$ cat src/rtl/ps2_game_ctrl.sv
// PS/2 Set-2 scan-code parser producing game controls (left/right/fire/pause).
// Optional macro GAME_CTRL_WASD_EN adds A/D/W aliases for left/right/fire.
module ps2_game_ctrl #(
  parameter int TIMEOUT_CYCLES = 2500000,
  parameter int TMR_W          = 22
) (
  input  logic       iCLK,
  input  logic       iRST,
  input  logic [7:0] scan_code,
  input  logic       scan_valid,
  output logic       move_left,
  output logic       move_right,
  output logic       fire,
  output logic       fire_pulse,
  output logic       pause
);

  localparam logic [1:0] S_IDLE    = 2'd0;
  localparam logic [1:0] S_EXT     = 2'd1;
  localparam logic [1:0] S_BRK     = 2'd2;
  localparam logic [1:0] S_EXT_BRK = 2'd3;
  localparam logic       DIR_LEFT  = 1'b0;
  localparam logic       DIR_RIGHT = 1'b1;

  logic [1:0]       state_q, state_d;
  logic [TMR_W-1:0] timer_q, timer_d;
  logic             do_key, is_make, is_ext, bat;
  logic             arr_l_q, arr_l_d, arr_r_q, arr_r_d;
  logic             key_sp_q, key_sp_d, key_p_q, key_p_d;
  logic             pause_q, pause_d, last_dir_q, last_dir_d;
  logic             eff_l_q, eff_l_d, eff_r_q, eff_r_d, eff_f_q, eff_f_d;
  logic             move_left_q, move_right_q, fire_q, fire_pulse_q;
  logic             hit_l, hit_r, hit_sp, hit_p;

  // Parser: prefixes select make/break and extended/non-extended decode.
  always_comb begin
    state_d = state_q;
    timer_d = '0;
    do_key  = 1'b0;
    is_make = 1'b0;
    is_ext  = 1'b0;
    bat     = 1'b0;
    if (state_q != S_IDLE && !scan_valid) timer_d = timer_q + 1'b1;
    if (scan_valid) begin
      case (state_q)
        S_IDLE: begin
          if (scan_code == 8'hE0)      state_d = S_EXT;
          else if (scan_code == 8'hF0) state_d = S_BRK;
          else if (scan_code == 8'hAA) bat = 1'b1;
          else if (scan_code != 8'hE1) begin do_key = 1'b1; is_make = 1'b1; end
        end
        S_EXT: begin
          if (scan_code == 8'hF0) state_d = S_EXT_BRK;
          else if (scan_code != 8'hE0) begin
            do_key = 1'b1; is_make = 1'b1; is_ext = 1'b1; state_d = S_IDLE;
          end
        end
        S_BRK: begin
          if (scan_code == 8'hE0) state_d = S_EXT;
          else if (scan_code != 8'hF0) begin do_key = 1'b1; state_d = S_IDLE; end
        end
        default: begin
          state_d = S_IDLE;
          if (scan_code != 8'hE0 && scan_code != 8'hF0) begin do_key = 1'b1; is_ext = 1'b1; end
        end
      endcase
    end else if (state_q != S_IDLE && timer_q == TMR_W'(TIMEOUT_CYCLES - 1)) begin
      state_d = S_IDLE;
    end
  end

  assign hit_l  = do_key &  is_ext & (scan_code == 8'h6B);
  assign hit_r  = do_key &  is_ext & (scan_code == 8'h74);
  assign hit_sp = do_key & ~is_ext & (scan_code == 8'h29);
  assign hit_p  = do_key & ~is_ext & (scan_code == 8'h4D);

  assign arr_l_d  = bat ? 1'b0 : (hit_l  ? is_make : arr_l_q);
  assign arr_r_d  = bat ? 1'b0 : (hit_r  ? is_make : arr_r_q);
  assign key_sp_d = bat ? 1'b0 : (hit_sp ? is_make : key_sp_q);
  assign key_p_d  = bat ? 1'b0 : (hit_p  ? is_make : key_p_q);
  // Only the first P make toggles; typematic repeats see key_p_q already set.
  assign pause_d  = bat ? 1'b0 : ((hit_p & is_make & ~key_p_q) ? ~pause_q : pause_q);

`ifdef GAME_CTRL_WASD_EN
  logic key_a_q, key_a_d, key_d_q, key_d_d, key_w_q, key_w_d;
  assign key_a_d = bat ? 1'b0 : ((do_key & ~is_ext & scan_code == 8'h1C) ? is_make : key_a_q);
  assign key_d_d = bat ? 1'b0 : ((do_key & ~is_ext & scan_code == 8'h23) ? is_make : key_d_q);
  assign key_w_d = bat ? 1'b0 : ((do_key & ~is_ext & scan_code == 8'h1D) ? is_make : key_w_q);
  assign eff_l_q = arr_l_q  | key_a_q;
  assign eff_r_q = arr_r_q  | key_d_q;
  assign eff_f_q = key_sp_q | key_w_q;
  assign eff_l_d = arr_l_d  | key_a_d;
  assign eff_r_d = arr_r_d  | key_d_d;
  assign eff_f_d = key_sp_d | key_w_d;
`else
  assign eff_l_q = arr_l_q;
  assign eff_r_q = arr_r_q;
  assign eff_f_q = key_sp_q;
  assign eff_l_d = arr_l_d;
  assign eff_r_d = arr_r_d;
  assign eff_f_d = key_sp_d;
`endif

  // Newest press wins: direction latches only on a rising effective flag.
  assign last_dir_d = (eff_l_d & ~eff_l_q) ? DIR_LEFT :
                      (eff_r_d & ~eff_r_q) ? DIR_RIGHT : last_dir_q;

  always_ff @(posedge iCLK) begin
    if (iRST) begin
      state_q      <= S_IDLE;
      timer_q      <= '0;
      arr_l_q      <= 1'b0;
      arr_r_q      <= 1'b0;
      key_sp_q     <= 1'b0;
      key_p_q      <= 1'b0;
      pause_q      <= 1'b0;
      last_dir_q   <= DIR_LEFT;
      move_left_q  <= 1'b0;
      move_right_q <= 1'b0;
      fire_q       <= 1'b0;
      fire_pulse_q <= 1'b0;
`ifdef GAME_CTRL_WASD_EN
      key_a_q      <= 1'b0;
      key_d_q      <= 1'b0;
      key_w_q      <= 1'b0;
`endif
    end else begin
      state_q      <= state_d;
      timer_q      <= timer_d;
      arr_l_q      <= arr_l_d;
      arr_r_q      <= arr_r_d;
      key_sp_q     <= key_sp_d;
      key_p_q      <= key_p_d;
      pause_q      <= pause_d;
      last_dir_q   <= last_dir_d;
      move_left_q  <= eff_l_d & (~eff_r_d | (last_dir_d == DIR_LEFT));
      move_right_q <= eff_r_d & (~eff_l_d | (last_dir_d == DIR_RIGHT));
      fire_q       <= eff_f_d;
      fire_pulse_q <= eff_f_d & ~eff_f_q;
`ifdef GAME_CTRL_WASD_EN
      key_a_q      <= key_a_d;
      key_d_q      <= key_d_d;
      key_w_q      <= key_w_d;
`endif
    end
  end

  assign move_left  = move_left_q;
  assign move_right = move_right_q;
  assign fire       = fire_q;
  assign fire_pulse = fire_pulse_q;
  assign pause      = pause_q;

endmodule

$ cat config.mk
export PLATFORM = sky130hd
export DESIGN_NAME = ps2_game_ctrl
export DESIGN_NICKNAME = d
export VERILOG_FILES = /design/src/rtl/ps2_game_ctrl.sv
export SDC_FILE = /design/constraint.sdc
export NUM_CORES = 1
export LEC_CHECK = 0
export CAP_MARGIN = 10
export CORE_MARGIN = 5
export CORE_UTILIZATION = 50
export DETAILED_ROUTE_END_ITERATION = 10
export PLACE_DENSITY = 0.78
export SYNTH_ARGS = -nofsm -noshare
export SYNTH_HDL_FRONTEND = slang
export SYNTH_SLANG_ARGS = --single-unit
$ cat constraint.sdc
create_clock -name iCLK -period 1.8 [get_ports iCLK]
set_clock_uncertainty 0.05 [all_clocks]
set_input_delay 0.36 -clock iCLK [delete_from_list [all_inputs] [get_ports iCLK]]
set_output_delay 0.36 -clock iCLK [all_outputs]
set_load 0.01 [all_outputs]
Word-level counts from Yosys, hierarchy flattened
Cells that the tools add are included.
{ "op_classes": {"n_eq_ne": 16, "reduce_logical": 11, "muxes": 37, "add_sub_neg": 1, "bitwise": 25} }
{ "op_table": {"columns": ["operator", "count"], "rows": [
  ["$mux W1", 25],
  ["$eq A8 B7 Y1 const B", 3],
  ["$eq A8 B8 Y1 const B", 3],
  ["$ne A8 B8 Y1 const B", 3],
  ["$add A22 B1 Y22 const B", 1],
  ["$eq A22 B22 Y1 const B", 1],
  ["$mux W2", 8],
  ["$and A1 B1 Y1", 13],
  ["$ne A4 B4 Y1 const B", 3],
  ["$not A1 Y1", 10],
  ["$eq A8 B6 Y1 const B", 1],
  ["$pmux W2 S3", 1],
  ["$reduce_or A2 Y1", 3],
  ["$pmux W1 S2", 2],
  ["$reduce_and A4 Y1", 1],
  ["$reduce_bool A2 Y1", 2],
  ["$logic_and A1 B1 Y1", 3],
  ["$pmux W1 S3", 1],
  ["$eq A2 B1 Y1 const B", 1],
  ["$eq A2 B2 Y1 const B", 1],
  ["$logic_not A2 Y1", 1],
  ["$or A1 B1 Y1", 2],
  ["$logic_not A1 Y1", 1]
]} }
{ "totals": {"wordCells": 101, "inputBits": 11, "register_bits": 33, "output_inout_bits": 5} }

Depth between registers and ports, before layout
Gate-level depths: netlist of the first run.
{ "depth": {"ltp_word": 17, "mapped_depth": 6, "mapped_depth_nobuf": 5} }

Worst setup path after synthesis of the first run
OpenSTA, ideal clock, no wires.
{ "synth_timing": {"path_type": "register to register", "startpoint": "reg timer_q[0]", "endpoint": "reg timer_q[20]", "path_stages_with_launch": 7, "path_buffers": 1, "synth_period_minus_slack_ps": 2004, "t_required_ps": 1680, "t_arrival_ps": 1884, "setup_time_ps": 70, "slack_ps": -204, "path_cell_list": "dfxtp_1 -> ha_1 -> nand4_4 -> or4_1 -> buf_2 -> or4_1 -> a21oi_1"} }
{ "synth_between": {"elab_chain_cells": 1} }
{ "synth_rtl": {"columns": ["element", "line_no", "rtl"], "rows": [
  ["from (decl)", "26", "logic [TMR_W-1:0] timer_q, timer_d;"],
  ["from (signal assigned)", "129", "timer_q <= timer_d;"],
  ["$add A22 B1 Y22", "43", "if (state_q != S_IDLE && !scan_valid) timer_d = timer_q + 1'b1;"]
]} }
No other way between the ends.
A chain may end at the register's enable or synchronous reset.

Final worst setup path of the first run
{ "layout_timing": {"startpoint": "reg timer_q[1]", "endpoint": "reg timer_q[18]"} }
The elaborated chain is that of the path after synthesis.

==> results_dict.tcl, run 1 <==
set metrics [dict create \
    status "finished, violations left" \
    violations "negative setup slack" \
    dp.cells 272 \
    syn_area_per_cell_um2 8.59 \
    synthCells 187 \
    final_cell_mix "buf_4 (35), dfxtp_1 (29), nor2_1 (21), nand2_1 (11)" \
    drc_errors 0 \
    vdd_drop_max_mv 0.391 \
    pre_cts_ws_ns -0.384 \
    ys.flop_type "dfxtp_1" \
    grtUsageTotal_pct 20.7 \
    worstPathArrival_ns 2.06 \
    io_buffers 15 \
    rsz0062_at_grt "yes" \
    ys_async_sr_fraction_pct 0 \
    worstSetupPathType "reg -> reg" \
    die_area_mm2 0.00445 \
    relSlewSlack_pct 75.3 \
    routabilityCongestion 0.819 \
    area_delta_synth_final_pct 37.1 \
    fin_setup_tns_ns -0.122 \
    ant_nets 0 \
    worst_pin_slew_ns 0.370 \
    core_area_mm2 0.00308 \
    drt_iter0_markers 84 \
    synth.distinct_cells 39 \
    finish.instance_area_mm2 0.00220 \
    grt_overflow_total 0 \
    whs_path_depth 1 \
    yosys.area.top_type "dfxtp_1" \
    hold_class "reg -> reg" \
    clock_latency_ns 0.32 \
    start_util_pct 52.2 \
    fin_crit_ns 1.84 \
    start_kind "flip-flop" \
    cts_root_buffer "clkbuf_4" \
    cts_tree "yes" \
    worstPathRequired_ns 2.01 \
    n_antenna_cell 0 \
    max_clock_freq_mhz 542 \
    hold_viol 0 \
    path_max_fanout 6 \
    htreeDepth 2 \
    power.share.switching_pct 21.7 \
    p_per_area_mw_per_mm2 536 \
    endpoint_kind "flip-flop" \
    power_frac_seq_pct 61.8 \
    place_area_mm2 0.00205 \
    vias 1645 \
    regToRegEndpoint "timer_q[18]$_SDFF_PP0_" \
    cap_violations 0 \
    fin_crit_sh_pct 102 \
    p_leak_nw 0.797 \
    drive_gt1_share_pct 25.8 \
    grt_antenna_before_repair 0 \
    final_common_cell "buf_4" \
    hpwl_um 2980 \
    synth_edf_count 0 \
    ff_latch_area_um2 666 \
    power_switching_mw 0.256 \
    row_count 20 \
    hold_end "fire_pulse$_SDFF_PP0_" \
    slew_violations 0 \
    intPower_mw 0.925 \
    grt_pass1_wl_um 7170 \
    ys_ff_latch 33 \
    multiInputGateArea_um2 963 \
    nets 251 \
    grt_max_degree 23 \
    combPwrFrac_pct 6.0 \
    worst_slack_ns -0.0446 \
    final_cells 284 \
    ys_seq_area_share_pct 41.1 \
    die_x_um 66.7 \
    wl_per_cell_um 14.4 \
    synth_nets 199 \
    worstReg2RegStart "timer_q[1]$_SDFF_PP0_" \
    nFillCells 239 \
    min-delay-start "fire$_SDFF_PP0_" \
    ys_top_cells_by_area "dfxtp_1 (41%), nor2_1 (4.9%), xnor2_1 (3.8%), o31ai_1 (3.7%), nand4_1 (3.5%)" \
    via_per_inst 5.79 \
    rr_worst_depth 5 \
    clock_path_buffers 2 \
    synth-warning-count 0 \
    cts_buffers 5 \
    clkPwrFrac_pct 32.2 \
    dr.pass1.iters 6 \
    clk_pin_slew_worst_paths_ns 0.09 \
    grt_pass1_vias 1698 \
    fp.dieH_um 66.7 \
    synth_top_cell_area_share_pct 41.1 \
    routed_wl_um 4090 \
    rrSetupSlack_ns -0.04 \
    io_pins 16 \
    clock_sinks 33 \
    syn_area_mm2 0.00161 \
    finalSetupViolCount 4 \
]
[kinds of logic (layout without fill, tap and decap cells)]
| group | count (synthesis) | in the layout | share of synthesized area, % |
|---|---|---|---|
| fa+ha+maj | 1 | 1 | 0.779 |
| xor+xnor | 10 | 10 | 5.45 |
| flops | 33 | 33 | 41.1 |
| compound gates | 32 | 32 | 12.5 |
| simple gates | 92 | 92 | 33.6 |
| mux | 4 | 4 | 2.57 |
| buf+inv | 15 | 68 | 3.89 |
[routing by layer]
layer | vias up | wire length [um] | share of wire, % | global-route usage, %
li1 | 801 | - | - | -
met1 | 795 | 1630 | 40 | 21.3
met2 | 41 | 2190 | 54 | 39.6
met3 | 8 | 214 | 5.2 | 6.41
met4 | 0 | 51 | 1.2 | 5.84
met5 | - | 0 | 0 | 0
[state kept, by name, summed over array words and instances (netlist names)]
signal,flops
last_dir_q,1
move_right,1
key_p_q,1
fire_pulse,1
arr_r_q,1
arr_l_q,1
fire,1
state_q,2
move_left,1
pause,1
timer_q,22
[synthesized netlist by cell type (3+ instances only)]
| master | count |
|---|---|
| nor3b_1 | 3 |
| xnor2_1 | 7 |
| nand4_1 | 9 |
| mux2i_1 | 3 |
| xor2_1 | 3 |
| o31ai_1 | 8 |
| nand2_1 | 11 |
| nor2_1 | 21 |
| dfxtp_1 | 33 |
| nor4_1 | 5 |
| inv_1 | 9 |
| clkbuf_1 | 3 |
| or3_1 | 5 |
| nor3_1 | 4 |
| nand3_1 | 8 |
| nor4b_1 | 3 |
| o21ai_0 | 7 |
| or4_1 | 7 |
| a21oi_1 | 11 |
[metrics by stage]
stage | util (%) | total power [mW] | hold slack, ns
detailed placement | 66.5 | 0.812 | 0.385
global placement | 66.5 | 0.810 | 0.381
floorplan | - | 0.764 | 0.382
global route | 71.5 | 1.25 | 0.459
finish | 71.5 | 1.18 | 0.396
CTS | 69.6 | 1.19 | 0.400
[power groups by stage]
stage | clock, mW | sequential (mW) | combinational [mW]
floorplan | 0 | 0.747 | 0.0173
finish | 0.380 | 0.730 | 0.0714
detailed placement | 0 | 0.747 | 0.0654
global route | 0.440 | 0.730 | 0.0769
CTS | 0.395 | 0.730 | 0.0679
global placement | 0 | 0.747 | 0.0633
[worst max path at each step]
stage | slack, ns | cells past startpoint | start | to
final | -0.04 | 5 | timer_q[1]$_SDFF_PP0_ | timer_q[18]$_SDFF_PP0_
after floorplan | -0.1 | 6 | timer_q[1]$_SDFF_PP0_ | timer_q[20]$_SDFF_PP0_
after CTS | -0.07 | 5 | timer_q[1]$_SDFF_PP0_ | timer_q[18]$_SDFF_PP0_
after detailed placement | -0.38 | 5 | scan_code[0] | move_left$_SDFF_PP0_
after global placement | -0.32 | 5 | scan_code[1] | move_left$_SDFF_PP0_
after global routing | -0.12 | 5 | timer_q[1]$_SDFF_PP0_ | timer_q[18]$_SDFF_PP0_
[final cells by class]
type | instances | area share (%)
timing repair buffer | 51 | 19.8
sequential | 33 | 30.2
tap | 44 | 2.50
multi-input combinational | 139 | 43.8
clock buffer | 8 | 2.22
inverter | 9 | 1.53
[worst max-delay path: stages (launching register included)]
cell and delay (ns):
dfxtp_2 0.36, ha_4 0.15, nand4_4 0.10, or4_4 0.48, or4_4 0.50, a21oi_2 0.15
[what timing repair did]
action	CTS	global route
hold buffers	0	0
pin swaps	4	6
gates resized for setup	5	16
endpoints found under the setup margin	11	15
setup buffers	4	0
Note: power is estimated with default switching activity, not from simulation.
==> run 2: changes to the inputs <==
==> constraint.sdc (replaced) <==
create_clock -name iCLK -period 1.8 [get_ports iCLK]
set_clock_uncertainty 0.05 [all_clocks]
set_input_delay 0.18 -clock iCLK [delete_from_list [all_inputs] [get_ports iCLK]]
set_output_delay 0.18 -clock iCLK [all_outputs]
set_load 0.01 [all_outputs]
==> run 2 against run 1 <==
The run still ends with negative setup slack left. Fmax is 1.0% lower. Critical path depth stayed put. Combinational power is 9.0% lower. Cell count is 0.35% lower. First-iteration DRC count is 37% higher.
==> results_dict.tcl, run 2 (synthesized netlist as in run 1, its figures left out) <==
set metrics [dict create \
    nets 251 \
    cts_buffers 5 \
    worstPathRequired_ns 2.01 \
    routabilityCongestion 0.869 \
    rr_worst_depth 5 \
    worst_pin_slew_ns 0.324 \
    cts_tree "yes" \
    row_count 20 \
    routed_wl_um 4180 \
    drive_gt1_share_pct 25.9 \
    crit_chain "ha_4 > nand4_4 > or4_4 > or4_1 > a21oi_1" \
    io_buffers 15 \
    worst_slack_ns -0.0637 \
    hold_class "reg -> reg" \
    fin_crit_sh_pct 104 \
    regToRegEndpoint "timer_q[20]$_SDFF_PP0_" \
    path_delay_family "simple AND/OR/NAND/NOR gates" \
    power_mw 1.21 \
    slew_violations 0 \
    p_per_area_mw_per_mm2 558 \
    rrSetupSlack_ns -0.06 \
    final_cell_mix "buf_4 (36), dfxtp_1 (27), nor2_1 (21), clkdlybuf4s50_1 (15)" \
    core_area_mm2 0.00308 \
    grt_busiest_layer "met2" \
    n_antenna_cell 0 \
    final_cells 283 \
    place_area_mm2 0.00202 \
    endpoint "timer_q[20]$_SDFF_PP0_" \
    path_max_fanout 7 \
    top_register "timer_q" \
    met3_usage_pct 6.41 \
    start_kind "flip-flop" \
    via_per_inst 5.82 \
    relSlewSlack_pct 78.2 \
    die_area_mm2 0.00445 \
    clk_pin_slew_worst_paths_ns 0.09 \
    worstReg2RegStart "timer_q[1]$_SDFF_PP0_" \
    nFillCells 243 \
    slowest_delay_ns 0.51 \
    area_delta_synth_final_pct 35.0 \
    fp.dieH_um 66.7 \
    dr.pass1.iters 7 \
    vias 1647 \
    final_common_cell "buf_4" \
    max_clock_freq_mhz 537 \
    hold_viol 0 \
    clock_latency_ns 0.34 \
    clock_sinks 33 \
    drt_iter0_markers 115 \
    hpwl_um 3030 \
    htreeDepth 2 \
    largest_reg_flops 22 \
    grt_overflow_total 0 \
    grt_antenna_before_repair 0 \
    grt_pass1_wl_um 6870 \
    path_buf_inv 0 \
    finish.instance_area_mm2 0.00217 \
    clock_path_buffers 2 \
    grtUsageTotal_pct 20.0 \
    drc_errors 0 \
    cp_slowest_cell "or4_1" \
    die_x_um 66.7 \
    ant_nets 0 \
    fin_crit_ns 1.86 \
    cap_violations 0 \
    violations "negative setup slack" \
    rsz0062_at_grt "yes" \
    worstSetupPathType "reg -> reg" \
    p_leak_nw 0.728 \
    dp.cells 270 \
    worstPathArrival_ns 2.08 \
    worstSetupPathDepth 5 \
    grt_pass1_vias 1557 \
    cp-startpoint "timer_q[1]$_SDFF_PP0_" \
    wl_per_cell_um 14.8 \
    endpoint_kind "flip-flop" \
    vdd_drop_max_mv 0.507 \
    io_pins 16 \
    grt.met2_usage_pct 36.1 \
    largestRegisters "timer_q: 22 flops, state_q: 2 flops" \
    start_util_pct 52.2 \
    hold_buffers 0 \
    finalSetupViolCount 4 \
    met1_usage_pct 21.4 \
    status "finished, violations left" \
    cts_root_buffer "clkbuf_4" \
    grt_max_degree 23 \
    fin_util_pct 70.4 \
]
[run 2: cell types whose count changed in the layout (fill, tap and decap cells not counted), moves of 2 or more]
cell / previous run / this run
dfxtp_2: 4 / 6
dlymetal6s2s_1: 5 / 0
clkdlybuf4s50_1: 9 / 15
clkbuf_1: 3 / 1
a21oi_2: 3 / 0
dfxtp_1: 29 / 27
a21oi_1: 8 / 11
[run 2: metrics by stage]
| stage | hold slack [ns] | setup TNS, ns | setup slack [ns] |
|---|---|---|---|
| 2_1_floorplan | 0.202 | -0.256 | -0.0991 |
| 3_3_place_gp | 0.385 | -1.80 | -0.340 |
| 3_5_place_dp | 0.401 | -2.60 | -0.408 |
| 4_1_cts | 0.417 | -0.151 | -0.0662 |
| 5_1_grt | 0.452 | -0.561 | -0.122 |
| 6_report | 0.421 | -0.139 | -0.0637 |
[run 2: area by class of cell]
type | instances | area, um^2 | share of cell area [%]
inverter | 9 | 33.8 | 1.56
multi-input combinational | 139 | 936 | 43.2
clock buffer | 7 | 55.1 | 2.54
tap | 44 | 55.1 | 2.54
sequential | 33 | 668 | 30.8
timing repair buffer | 51 | 420 | 19.4
[run 2: worst reg2reg max path, cell delays in order (launching register included)]
cell and delay (ns):
dfxtp_2 0.36, ha_4 0.15, nand4_4 0.10, or4_4 0.48
or4_1 0.52, a21oi_1 0.14
[run 2: timing repair]
item	4_1_cts	5_1_grt
gates cloned	0	0
endpoints found under the setup margin	11	11
buffers inserted	3	3
gates resized for setup	4	8
pin swaps	0	1
[run 2: report_power, final]
group | internal, mW | leakage [nW] | switching [mW]
combinational | 0.0368 | 0.428 | 0.0281
clock | 0.184 | 0.0314 | 0.232
sequential | 0.729 | 0.269 | 0.000167
[run 2: worst min path at each step]
stage                             to       startpoint  cells after the start  slack, ns
6_report       fire_pulse$_SDFF_PP0_  fire$_SDFF_PP0_                      1       0.42
5_1_grt        fire_pulse$_SDFF_PP0_  fire$_SDFF_PP0_                      1       0.45
4_1_cts        fire_pulse$_SDFF_PP0_  fire$_SDFF_PP0_                      1       0.42
3_5_place_dp   fire_pulse$_SDFF_PP0_  fire$_SDFF_PP0_                      1       0.40
3_3_place_gp   fire_pulse$_SDFF_PP0_  fire$_SDFF_PP0_                      1       0.38
2_1_floorplan  last_dir_q$_SDFF_PP0_             iRST                      1       0.20
[run 2: metal layers]
metal	part of all wire, %	vias to the layer above
met5	0	-
met4	2.8	0
met3	3.8	15
met2	52	47
met1	41	772
li1	-	813
